[config.mk]
export PLATFORM = sky130hd
export DESIGN_NAME = sample_echo_memory_scheduler
export DESIGN_NICKNAME = d
export VERILOG_FILES = /design/src/rtl/sample_echo_memory_scheduler.sv
export SDC_FILE = /design/constraint.sdc
export NUM_CORES = 1
export LEC_CHECK = 0
export CORE_MARGIN = 5
export CORE_UTILIZATION = 48
export CTS_BUF_LIST = sky130_fd_sc_hd__clkbuf_4 sky130_fd_sc_hd__clkbuf_8
export DETAILED_ROUTE_END_ITERATION = 6
export PLACE_DENSITY = 0.88
export SYNTH_ARGS = -nofsm -noshare
export SYNTH_HDL_FRONTEND = slang
export SYNTH_SLANG_ARGS = --single-unit
[constraint.sdc]
create_clock -name clk -period 2.1 [get_ports clk]
set_input_delay 0.315 -clock clk [delete_from_list [all_inputs] [get_ports clk]]
set_output_delay 0.315 -clock clk [all_outputs]
set_load 0.01 [all_outputs]
[src/rtl/sample_echo_memory_scheduler.sv]
`default_nettype none
// ============================================================================
//  Module      : sample_echo_memory_scheduler
//  Description : Schedules a single-port delay RAM for a stereo echo. Each
//                accepted sample is paired with the same-channel sample
//                written D = 2*delay_samples entries earlier. L/R samples
//                are interleaved, and left samples live at even addresses.
//                The RAM is zeroed after reset and on request.
//  Revision    : 1.0 - initial release
// ============================================================================
module sample_echo_memory_scheduler #(
  parameter int audio_width   = 16,
  parameter int delay_samples = 1024,
  parameter int addr_width    = $clog2(2 * delay_samples)
) (
  input  logic                   clk,
  input  logic                   reset,
  input  logic                   clear,
  input  logic                   i_valid,
  output logic                   i_ready,
  input  logic                   i_is_left,
  input  logic [audio_width-1:0] i_audio,
  output logic                   o_valid,
  input  logic                   o_ready,
  output logic                   o_is_left,
  output logic [audio_width-1:0] o_audio,
  output logic [audio_width-1:0] o_delayed_audio,
  output logic [addr_width-1:0]  mem_addr,
  output logic                   mem_we,
  output logic [audio_width-1:0] mem_wdata,
  input  logic [audio_width-1:0] mem_rdata,
  output logic                   busy,
  output logic                   resync
);

  localparam int                    c_depth = 2 * delay_samples;
  localparam logic [addr_width-1:0] c_last  = addr_width'(c_depth - 1);
  localparam logic [addr_width-1:0] c_one   = addr_width'(1);

  typedef enum logic [2:0] {
    ST_CLEAR = 3'd0,
    ST_IDLE  = 3'd1,
    ST_READ  = 3'd2,
    ST_WRITE = 3'd3,
    ST_OUT   = 3'd4
  } state_t;

  state_t                 state_q,   state_d;
  logic [addr_width-1:0]  clr_cnt_q, clr_cnt_d;
  logic [addr_width-1:0]  ptr_q,     ptr_d;
  // Low only while reset is held: keeps the RAM write strobe quiet during
  // reset even though the state already reads CLEAR.
  logic                   armed_q,   armed_d;
  logic [audio_width-1:0] sample_q,  sample_d;
  logic                   is_left_q, is_left_d;
  logic [audio_width-1:0] delayed_q, delayed_d;
  logic                   resync_q,  resync_d;

  // Modulo-D increment; D need not be a power of two, so compare explicitly.
  function automatic logic [addr_width-1:0] wrap_inc(input logic [addr_width-1:0] v);
    return (v == c_last) ? '0 : v + c_one;
  endfunction

  // State register and datapath flops, asynchronously cleared.
  always_ff @(posedge clk or negedge reset) begin
    if (!reset) begin
      state_q   <= ST_CLEAR;
      clr_cnt_q <= '0;
      ptr_q     <= '0;
      armed_q   <= 1'b0;
      sample_q  <= '0;
      is_left_q <= 1'b0;
      delayed_q <= '0;
      resync_q  <= 1'b0;
    end else begin
      state_q   <= state_d;
      clr_cnt_q <= clr_cnt_d;
      ptr_q     <= ptr_d;
      armed_q   <= armed_d;
      sample_q  <= sample_d;
      is_left_q <= is_left_d;
      delayed_q <= delayed_d;
      resync_q  <= resync_d;
    end
  end

  // Next-state logic and RAM/handshake outputs.
  always_comb begin
    state_d   = state_q;
    clr_cnt_d = clr_cnt_q;
    ptr_d     = ptr_q;
    armed_d   = 1'b1;
    sample_d  = sample_q;
    is_left_d = is_left_q;
    delayed_d = delayed_q;
    resync_d  = 1'b0;
    i_ready   = 1'b0;
    o_valid   = 1'b0;
    mem_addr  = ptr_q;
    mem_we    = 1'b0;
    mem_wdata = '0;
    busy      = 1'b0;

    unique case (state_q)
      ST_CLEAR: begin
        busy     = 1'b1;
        mem_addr = clr_cnt_q;
        mem_we   = armed_q;
        if (armed_q) begin
          if (clr_cnt_q == c_last) begin
            state_d   = ST_IDLE;
            clr_cnt_d = '0;
            ptr_d     = '0;
          end else begin
            clr_cnt_d = clr_cnt_q + c_one;
          end
        end
      end
      ST_IDLE: begin
        i_ready = 1'b1;
        if (i_valid) begin
          sample_d  = i_audio;
          is_left_d = i_is_left;
          // A left sample must land on an even slot; skip one slot if not.
          if (i_is_left != ~ptr_q[0]) begin
            ptr_d    = wrap_inc(ptr_q);
            resync_d = 1'b1;
          end
          state_d = ST_READ;
        end
      end
      ST_READ: begin
        state_d = ST_WRITE;
      end
      ST_WRITE: begin
        mem_we    = 1'b1;
        mem_wdata = sample_q;
        delayed_d = mem_rdata;
        state_d   = ST_OUT;
      end
      ST_OUT: begin
        o_valid = 1'b1;
        if (o_ready) begin
          ptr_d   = wrap_inc(ptr_q);
          state_d = ST_IDLE;
        end
      end
      default: begin
        state_d = ST_CLEAR;
      end
    endcase

    // A clear request overrides everything and restarts the zeroing pass.
    if (clear) begin
      state_d   = ST_CLEAR;
      clr_cnt_d = '0;
      ptr_d     = '0;
      resync_d  = 1'b0;
    end
  end

  assign o_is_left       = is_left_q;
  assign o_audio         = sample_q;
  assign o_delayed_audio = delayed_q;
  assign resync          = resync_q;

endmodule
`default_nettype wire

==> flow_summary_export.csv <==
group,metric,value,unit
clock_network,cts_tree,"done",
hold_path,hp-class,"register to register",
logic_synthesis,yosys_warnings,0,
detailed_routing,drt-initial-drc-count,161,
logic_synthesis,synth.avg_cell_area,10.00,um^2
critical_path,worstPathArrival,1.74,ns
detailed_routing,drt_wl_total,10.25,mm
logic_synthesis,synth_seq_area_share,0.4796,
critical_path,critical_path_class,"register to primary output",
die,die_area,8237,um^2
clock_network,clk_latency,0.34,ns
flow_run,max_cap_viol_count,0,
logic_synthesis,syn-num-nets,353,
logic_synthesis,async_flop_share,1.000,
logic_synthesis,syn_inst,313,
logic_synthesis,synth_cell_types,47,
sta,fmax,486.3,MHz
detailed_routing,final_antenna_net_count,0,
finish,final_cell_mix,"clkdlybuf4s50_1 (70), nand2_1 (62), dfrtp_1 (60)",
power,p_leak,2.130,nW
die,start_util,0.4930,
logic_synthesis,yosys.area.top_type_share,0.4796,
clock_network,clk_pin_slew,0.08,ns
clock_network,cts_max_level,3,
sta,finClkSkew,0.01423,ns
die,coreArea,6350,um^2
die,die_x,90.76,um
sta,maxSlewViolCount,0,
detailed_routing,route.detailed.drc,0,
grt,track_usage,0.2463,
critical_path,required,1.78,ns
logic_synthesis,synth_area,3131,um^2
logic_synthesis,synth-main-ff-cell,"dfrtp_1",
placement,dp_slack,0.01318,ns
clock_network,numClockSinks,60,
finish,final_common_cell,"clkdlybuf4s50_1",
finish,fillers,409,
sta,worst_pin_slew,0.6369,ns
sta,layout_setup_ws,0.04370,ns
sta,final_hold_viol_count,0,
die,ioPinCount,103,
clock_network,cts_buffers,9,
logic_synthesis,synth_largest_area_cell,"dfrtp_1",
logic_synthesis,synth_edf_count,0,
placement,port-buffer-count,102,
grt,antenna_found_initial,0,
logic_synthesis,ys_seq_elements,60,
power,p_per_area,955.3,nW/um^2
finish,nNetsFinal,486,
finish,layout.cells.non_filler,527,
critical_path,critPathMaxFanout,14,
placement,dp.cells,501,
critical_path,start_kind,"register",
grt,grt_overflow,0,
die,dieHeight,90.76,um
finish,diodes,0,
finish,drive_gt1_frac,0.2733,
critical_path,cp-end-kind,"primary output",
detailed_routing,drt_first_pass_iters,5,
detailed_routing,vias,2949,
finish,syn_to_final_growth,48.32,%
sta,min_period,2.056,ns
detailed_routing,viasPerCell,5.596,
power,peakVddDrop,933.3,uV
grt,grt_pass1_vias,3084,
placement,hpwl,6.552,mm
sta,final.period_utilization,0.9792,
sta,setup_viol,0,
placement,globalplace.congestion,0.8532,
grt,grt_pass1_wl,16.08,mm
die,row_count,29,
logic_synthesis,synth_area_leaders,"dfrtp_1 (48%), mux2_2 (11%), nand2_1 (7.7%), and2_1 (3.6%), o31ai_1 (2.4%)",
detailed_routing,wire_per_inst,19.44,um
outcome,status,"finished clean",
sta,maxSlewHeadroom,0.5746,
clock_network,cts-root-buf,"clkbuf_8",
grt,grt_max_degree,61,
clock_network,clockBufferDepth,2,
[critical path, stage by stage (launching register included)]
cell and delay (ns):
dfrtp_1 0.40, buf_4 0.21, nor2_4 0.12, buf_4 0.15
buf_12 0.12, and2_1 0.14, dlygate4sd2_1 0.27
[per-layer routing]
layer,track usage,routed length (um)
met5,0,0
met4,0.1017,226
met3,0.09833,932
met2,0.3971,5178
met1,0.2908,3908
[kinds of logic after synthesis]
logic type | synth area share
simple gates | 0.2558
flops | 0.4796
compound gates | 0.09633
mux | 0.1079
buf+inv | 0.02917
xor+xnor | 0.02198
fa+ha+maj | 0.007992
other cells | 0.001198
[final cells by class]
cell class,count,area [um^2],area share
Clock buffer,11,151.4,0.03261
Sequential cell,60,1501,0.3234
Multi-Input combinational cell,237,1553,0.3344
Timing Repair Buffer,138,1269,0.2732
Clock inverter,4,72.57,0.01563
Tap cell,77,96.34,0.02075
[worst paths after layout]
| check | startpoint | endpoint | slack [ns] | cells past startpoint |
|---|---|---|---|---|
| setup reg to reg | ptr_q[0] | ptr_q[9] | 0.16 | 6 |
| max in group asynchronous | reset | o_audio[3] | 1.33 | 3 |
| min in group asynchronous | reset | clr_cnt_q[6] | 0.51 | 3 |
| setup / recovery | state_q[2] | mem_wdata[7] | 0.04 | 6 |
| hold / removal | o_delayed_audio[9] | o_delayed_audio[9] | 0.48 | 2 |
| hold reg to reg | o_delayed_audio[9] | o_delayed_audio[9] | 0.48 | 2 |
[Yosys cell counts (2+ instances only)]
| cell | number |
|---|---|
| nand2_1 | 64 |
| dfrtp_1 | 60 |
| mux2_2 | 30 |
| nor2_1 | 19 |
| and2_1 | 18 |
| nand3_1 | 13 |
| nor3_1 | 11 |
| o31ai_1 | 10 |
| o21ai_0 | 9 |
| a21oi_1 | 8 |
| clkbuf_1 | 6 |
| nor3b_1 | 5 |
| buf_2 | 4 |
| o21ai_1 | 4 |
| xor2_1 | 4 |
| buf_4 | 3 |
| nand2b_1 | 3 |
| nand4_1 | 3 |
| nor3_4 | 3 |
| a311oi_1 | 2 |
| a31oi_1 | 2 |
| and3_1 | 2 |
| buf_6 | 2 |
| ha_1 | 2 |
| nor4_2 | 2 |
| or3_1 | 2 |
| xnor2_1 | 2 |
[report_power, final]
part / internal, mW / leakage, nW / switching (mW)
Clock: 0.725 / 0.111 / 0.462
Combinational: 0.885 / 1.26 / 0.666
Sequential: 1.45 / 0.763 / 0.245
Total: 3.06 / 2.13 / 1.37
[flip-flops by register name, summed over array words and instances (netlist names)]
name and count:
o_audio 16, state_q 3, ptr_q 11, resync 1, clr_cnt_q 11, o_delayed_audio 16
armed_q 1, o_is_left 1
[stage by stage]
step           utilization  hold WS (ns)  area (um^2)  power [mW]   TNS (ns)
3_3_place_gp        0.6897        0.3422         4379       3.108          0
2_1_floorplan            -       0.01941         3131       2.246          0
5_1_grt             0.7312        0.4976         4643       4.635  -0.008810
6_report            0.7312        0.4805         4643       4.436          0
4_1_cts             0.7322        0.4826         4649       4.366    -0.2676
3_5_place_dp        0.6897        0.3430         4379       3.156          0
[repair_timing]
| item | 4_1_cts | 5_1_grt |
|---|---|---|
| setup buffers | 2 | 6 |
| resized for setup | 46 | 38 |
| gates cloned | 1 | 1 |
| hold endpoints to repair | 60 | 0 |
| hold buffers | 1 | 0 |
| setup endpoints to repair | 30 | 28 |
| pin swaps | 1 | 2 |
Power figures use the tool's default switching activity.
==> edit 1, RTL diff (same settings) <==
Reset style: synchronous (`reset`), changed in one clocked block. Comments in the files are not updated.
--- a/src/rtl/sample_echo_memory_scheduler.sv
+++ b/src/rtl/sample_echo_memory_scheduler.sv
@@ -62,7 +62,7 @@
   endfunction
 
   // State register and datapath flops, asynchronously cleared.
-  always_ff @(posedge clk or negedge reset) begin
+  always_ff @(posedge clk) begin
     if (!reset) begin
       state_q   <= ST_CLEAR;
       clr_cnt_q <= '0;
Function: differs if reset is asserted again (counterexample within 4 cycles, from zero or initial values and one cycle with reset low); with reset held inactive, the same outputs for 10 cycles.
==> edit 1 against the original RTL <==
Area after synthesis decreased by 8.5%. Routed wire length decreased by 18%. Final cell count increased by 3.6%. Fmax increased by 1.8%. Synthesized cell count increased by 9.9%. Hold slack got worse by 0.016 ns. Cell area decreased by 6.3%. Via count decreased by 1.8%. Sequential cell count unchanged. Non-clock buffer count decreased by 5. Setup slack improved by 0.036 ns. Critical path type unchanged.
Power is not compared: it rests on default switching activity, and its combinational part moved more than twofold at a synthesized area within 25%.
==> edit 1: results <==
[yosys]
ys_top_cells_by_area = "dfxtp_1 42%, nand2_1 11%, a21boi_0 8.7%"
synth-warning-count = 0
syn_nets = 384
yosysUniqueCellTypes = 44
synth_area_per_cell_um2 = 8.33
ys_top_cells_by_count = "85 x nand2_1, 60 x dfxtp_1, 33 x a21boi_0, 19 x nor2_1, 17 x and2_1"
ys_async_sr_fraction_pct = 0
synth-edff-count = 0
synth_seq_area_share_pct = 41.9

[global_routing]
grt_util_all_layers_pct = 23.4
met3_usage_pct = 9.46
grt_first_pass_wirelength_mm = 13.8
grtUsageMet1_pct = 26.6
grt_max_degree = 35
grtUsageMet2_pct = 38.4
antenna_found_initial = 0
grt_pass1_vias = 2988

[status]
status = "finished, final reports clean"

[timing]
worst_clock_skew_ns = 0.00691
slew-limit-headroom_pct = 60.7

[route]
met3_length_um = 819
vias_per_cell = 5.30
drtIter0Drc = 124
dr.pass1.iters = 5
num_vias = 2895
wl_per_cell_um = 15.4
highest_layer = "met4"
wl_met1_mm = 3.39
routed-wl-met2_mm = 4.00

[setup_path]
crit_arrival_ns = 1.70
cp_max_fo = 12
cp_slowest_cell = "clkdlybuf4s50_1"
path_delay_family = "buffers and inverters"
slowest_delay_ns = 0.52

[finish]
fin_nets = 506
drive_above_1_share_pct = 15.1

[clock_network]
cts_made_buffers = 9
htreeDepth = 3
cts.clk_slew.worst_paths_ns = 0.06
clock_path_buffers = 2
ctsResizeCount = 36
cts-root-buf = "clkbuf_8"
cts_setup_buffers = 4
clk-insertion-delay-late_ns = 0.34

[placed_design]
port_buffers = 102
gp_congestion = 0.877
dp_hpwl_mm = 6.01
dp_slack_ns = -0.194
placed_cell_area_um2 = 4080
dp.cells = 525

[power]
ir_worst_vdd_uv = 353
==> edit 1: changes by cell type in the layout (fill, tap and decap cells not counted), sizes merged, moves of 21 or more <==
cell	unedited run	this run
nand2	65	86
dfxtp	0	60
a21boi	0	33
dfrtp	60	0
dlygate4sd2	6	28
==> edit 1: logic make-up (layout without fill, tap and decap cells) <==
family / count (synthesis) / in the layout / share of synthesized area [%]
XOR/XNOR: 12 / 12 / 3.67
multiplexers: 11 / 11 / 4.28
AND/OR/NAND/NOR: 168 / 168 / 28.6
adder cells (fa/ha/maj): 2 / 2 / 0.874
flip-flops: 60 / 60 / 41.9
buffers and inverters: 26 / 153 / 4.19
AO/OA/AOI/OAI: 65 / 65 / 16.4
==> edit 1: power breakdown <==
| group | internal, mW | switching [mW] |
|---|---|---|
| sequential | 1.14 | 0.00181 |
| clock | 0.725 | 0.447 |
| combinational | 0.0858 | 0.0433 |
| total | 1.95 | 0.492 |
==> edit 1: area by class of cell <==
| cell class | count | area (um^2) |
|---|---|---|
| clock buffers | 12 | 153 |
| clock inverters | 4 | 72.6 |
| fillers | 393 | 1500 |
| inverters | 4 | 15.0 |
| multi-input cells | 258 | 1560 |
| flip-flops and latches | 60 | 1200 |
| well taps | 75 | 93.8 |
| repair buffers | 133 | 1250 |
==> edit 1: final timing paths <==
kind / to / start / depth (start not counted) / slack, ns
setup reg to reg: ptr_q[8]$_SDFFE_PP0P_ / state_q[2]$_SDFFE_PP0P_ / 6 / 0.13
hold reg to reg: o_delayed_audio[5]$_SDFFE_PN0P_ / o_delayed_audio[5]$_SDFFE_PN0P_ / 2 / 0.46
setup / recovery: busy / state_q[2]$_SDFFE_PP0P_ / 4 / 0.08
hold / removal: o_delayed_audio[5]$_SDFFE_PN0P_ / o_delayed_audio[5]$_SDFFE_PN0P_ / 2 / 0.46
==> edit 2, RTL diff (config.mk and constraints unchanged) <==
Made on the original files. Set the parameter `delay_samples` to 2048 (it was 1024).
--- a/src/rtl/sample_echo_memory_scheduler.sv
+++ b/src/rtl/sample_echo_memory_scheduler.sv
@@ -10,7 +10,7 @@
 // ============================================================================
 module sample_echo_memory_scheduler #(
   parameter int audio_width   = 16,
-  parameter int delay_samples = 1024,
+  parameter int delay_samples = 2048,
   parameter int addr_width    = $clog2(2 * delay_samples)
 ) (
   input  logic                   clk,
Interface: changed (resized mem_addr); port bits go from 103 to 104. The function was not compared with the original's and may differ.
==> edit 2 against the original RTL <==
Routed wire length decreased by 12%. Highest routed layer unchanged. Largest cell class is now registers. Final cell count rose by 6.6%. Non-clock buffer count shrank 4. Sequential cell count increased by 2. Cell area down 0.40%. Area after synthesis is 0.76% higher. Power rose by 16%. Via count up 3.9%. Largest power group is now combinational cells. Setup slack improved by 0.0055 ns.
==> edit 2: results <==
[route]
highest_layer = "met4"
num_vias = 3063
met3_length_um = 493
wl_met1_mm = 3.53
dr.pass1.iters = 4
routed-wl-met2_mm = 4.75
wl_per_cell_um = 16.0
drtIter0Drc = 168

[global_routing]
grt_first_pass_wirelength_mm = 14.7
grt_util_all_layers_pct = 21.7
grt_max_degree = 44
grtUsageMet2_pct = 36.4
met3_usage_pct = 4.96
grtUsageMet1_pct = 26.9
antenna_found_initial = 0
grt_pass1_vias = 2940

[finish]
fillers = 463
n_antenna_cell = 0
drive_above_1_share_pct = 15.7
fin_nets = 520

[power]
power.leakage_nw = 2.17
ir_worst_vdd_uv = 864

[setup_path]
worstSetupStartpoint = "state_q[2]$_DFFE_PN0P_"
cp_slowest_cell = "or3_4"
r2r_end = "ptr_q[10]$_DFFE_PN0P_"
path_delay_family = "simple AND/OR/NAND/NOR gates"
crit_arrival_ns = 1.74
cp_max_fo = 5
rrSetupSlack_ns = 0.12
cp-endpoint = "mem_addr[9]"
r2r_cells = 6
slowest_delay_ns = 0.46

[clock_network]
clock_path_buffers = 2
cts_made_buffers = 9
cts-root-buf = "clkbuf_8"
htreeDepth = 3
cts.clk_slew.worst_paths_ns = 0.08
clk-insertion-delay-late_ns = 0.34

[placed_design]
port_buffers = 103
dp_slack_ns = -0.0732
dp_hpwl_mm = 6.79
gp_congestion = 0.949

[yosys]
ys_top_cells_by_count = "97 x nand2_1, 62 x dfrtp_1, 27 x o21ai_0, 19 x nor2_1"
synthXorXnorAreaFrac_pct = 1.11
ys_top_cells_by_area = "dfrtp_1 49%, nand2_1 12%, mux2_2 6.4%"
synth_compound_area_share_pct = 10.7
synthMuxAreaShare_pct = 6.43
ys_async_sr_fraction_pct = 100
synth-warning-count = 0
synth_seq_area_share_pct = 49.2
yosysUniqueCellTypes = 43
syn_nets = 392
synthAdderAreaFrac_pct = 0.793

[status]
status = "finished, final reports clean"

[timing]
worstMarginPinSlew_ns = 0.498
fmax_mhz = 488
worst_clock_skew_ns = 0.00989

[worst_hold_path]
min_path_type = "input pin to async pin"
-- edit 2: changes by cell type in the layout (fill, tap and decap cells not counted), sizes merged, moves of 7 or more --
cell / delta
o21ai: +14
mux2: -12
dlygate4sd2: +23
nand2: +33
clkbuf: -22
nor3: -7
-- edit 2: worst register-to-register path, stage by stage, from the launching register on --
cell,delay (ns)
dfrtp_1,0.38
or3_4,0.46
buf_4,0.16
o311ai_2,0.30
buf_4,0.25
nor4_1,0.06
a221o_1,0.26
-- edit 2: kinds of logic after synthesis --
kind of cell             Yosys count
flip-flops                        62
AND/OR/NAND/NOR                  188
AO/OA/AOI/OAI                     54
buffers and inverters             23
adder cells (fa/ha/maj)            2
other                              1
multiplexers                      18
XOR/XNOR                           4
-- edit 2: report_power, final --
group | switching (mW) | internal [mW]
logic | 1.09 | 1.27
clock network | 0.479 | 0.473
registers | 0.258 | 1.57
-- edit 2: area by class of cell --
class / instances / area [um^2] / area share, %
clock buffer: 11 / 145 / 3.14
clock inverter: 5 / 33.8 / 0.731
inverter: 6 / 35.0 / 0.758
multi-input combinational: 267 / 1510 / 32.7
sequential: 62 / 1550 / 33.6
tap: 77 / 96.3 / 2.08
timing repair buffer: 134 / 1250 / 27.0
-- edit 2: timing repair --
item,CTS,global route
endpoints found under the hold margin,19,0
resized for setup,34,10
setup endpoints to repair,31,16
pin swaps,1,1
hold buffers,1,0
gates cloned,0,1
setup buffers,2,0
-- edit 2: metrics by stage --
stage / std cells / hold WS, ns / area (um^2)
after detailed placement: 542 / 0.293 / 4410
after global placement: 542 / 0.288 / 4410
after CTS: 561 / 0.473 / 4590
after global routing: 562 / 0.497 / 4620
after floorplan: 352 / 0.0194 / 3150
final: 562 / 0.464 / 4620
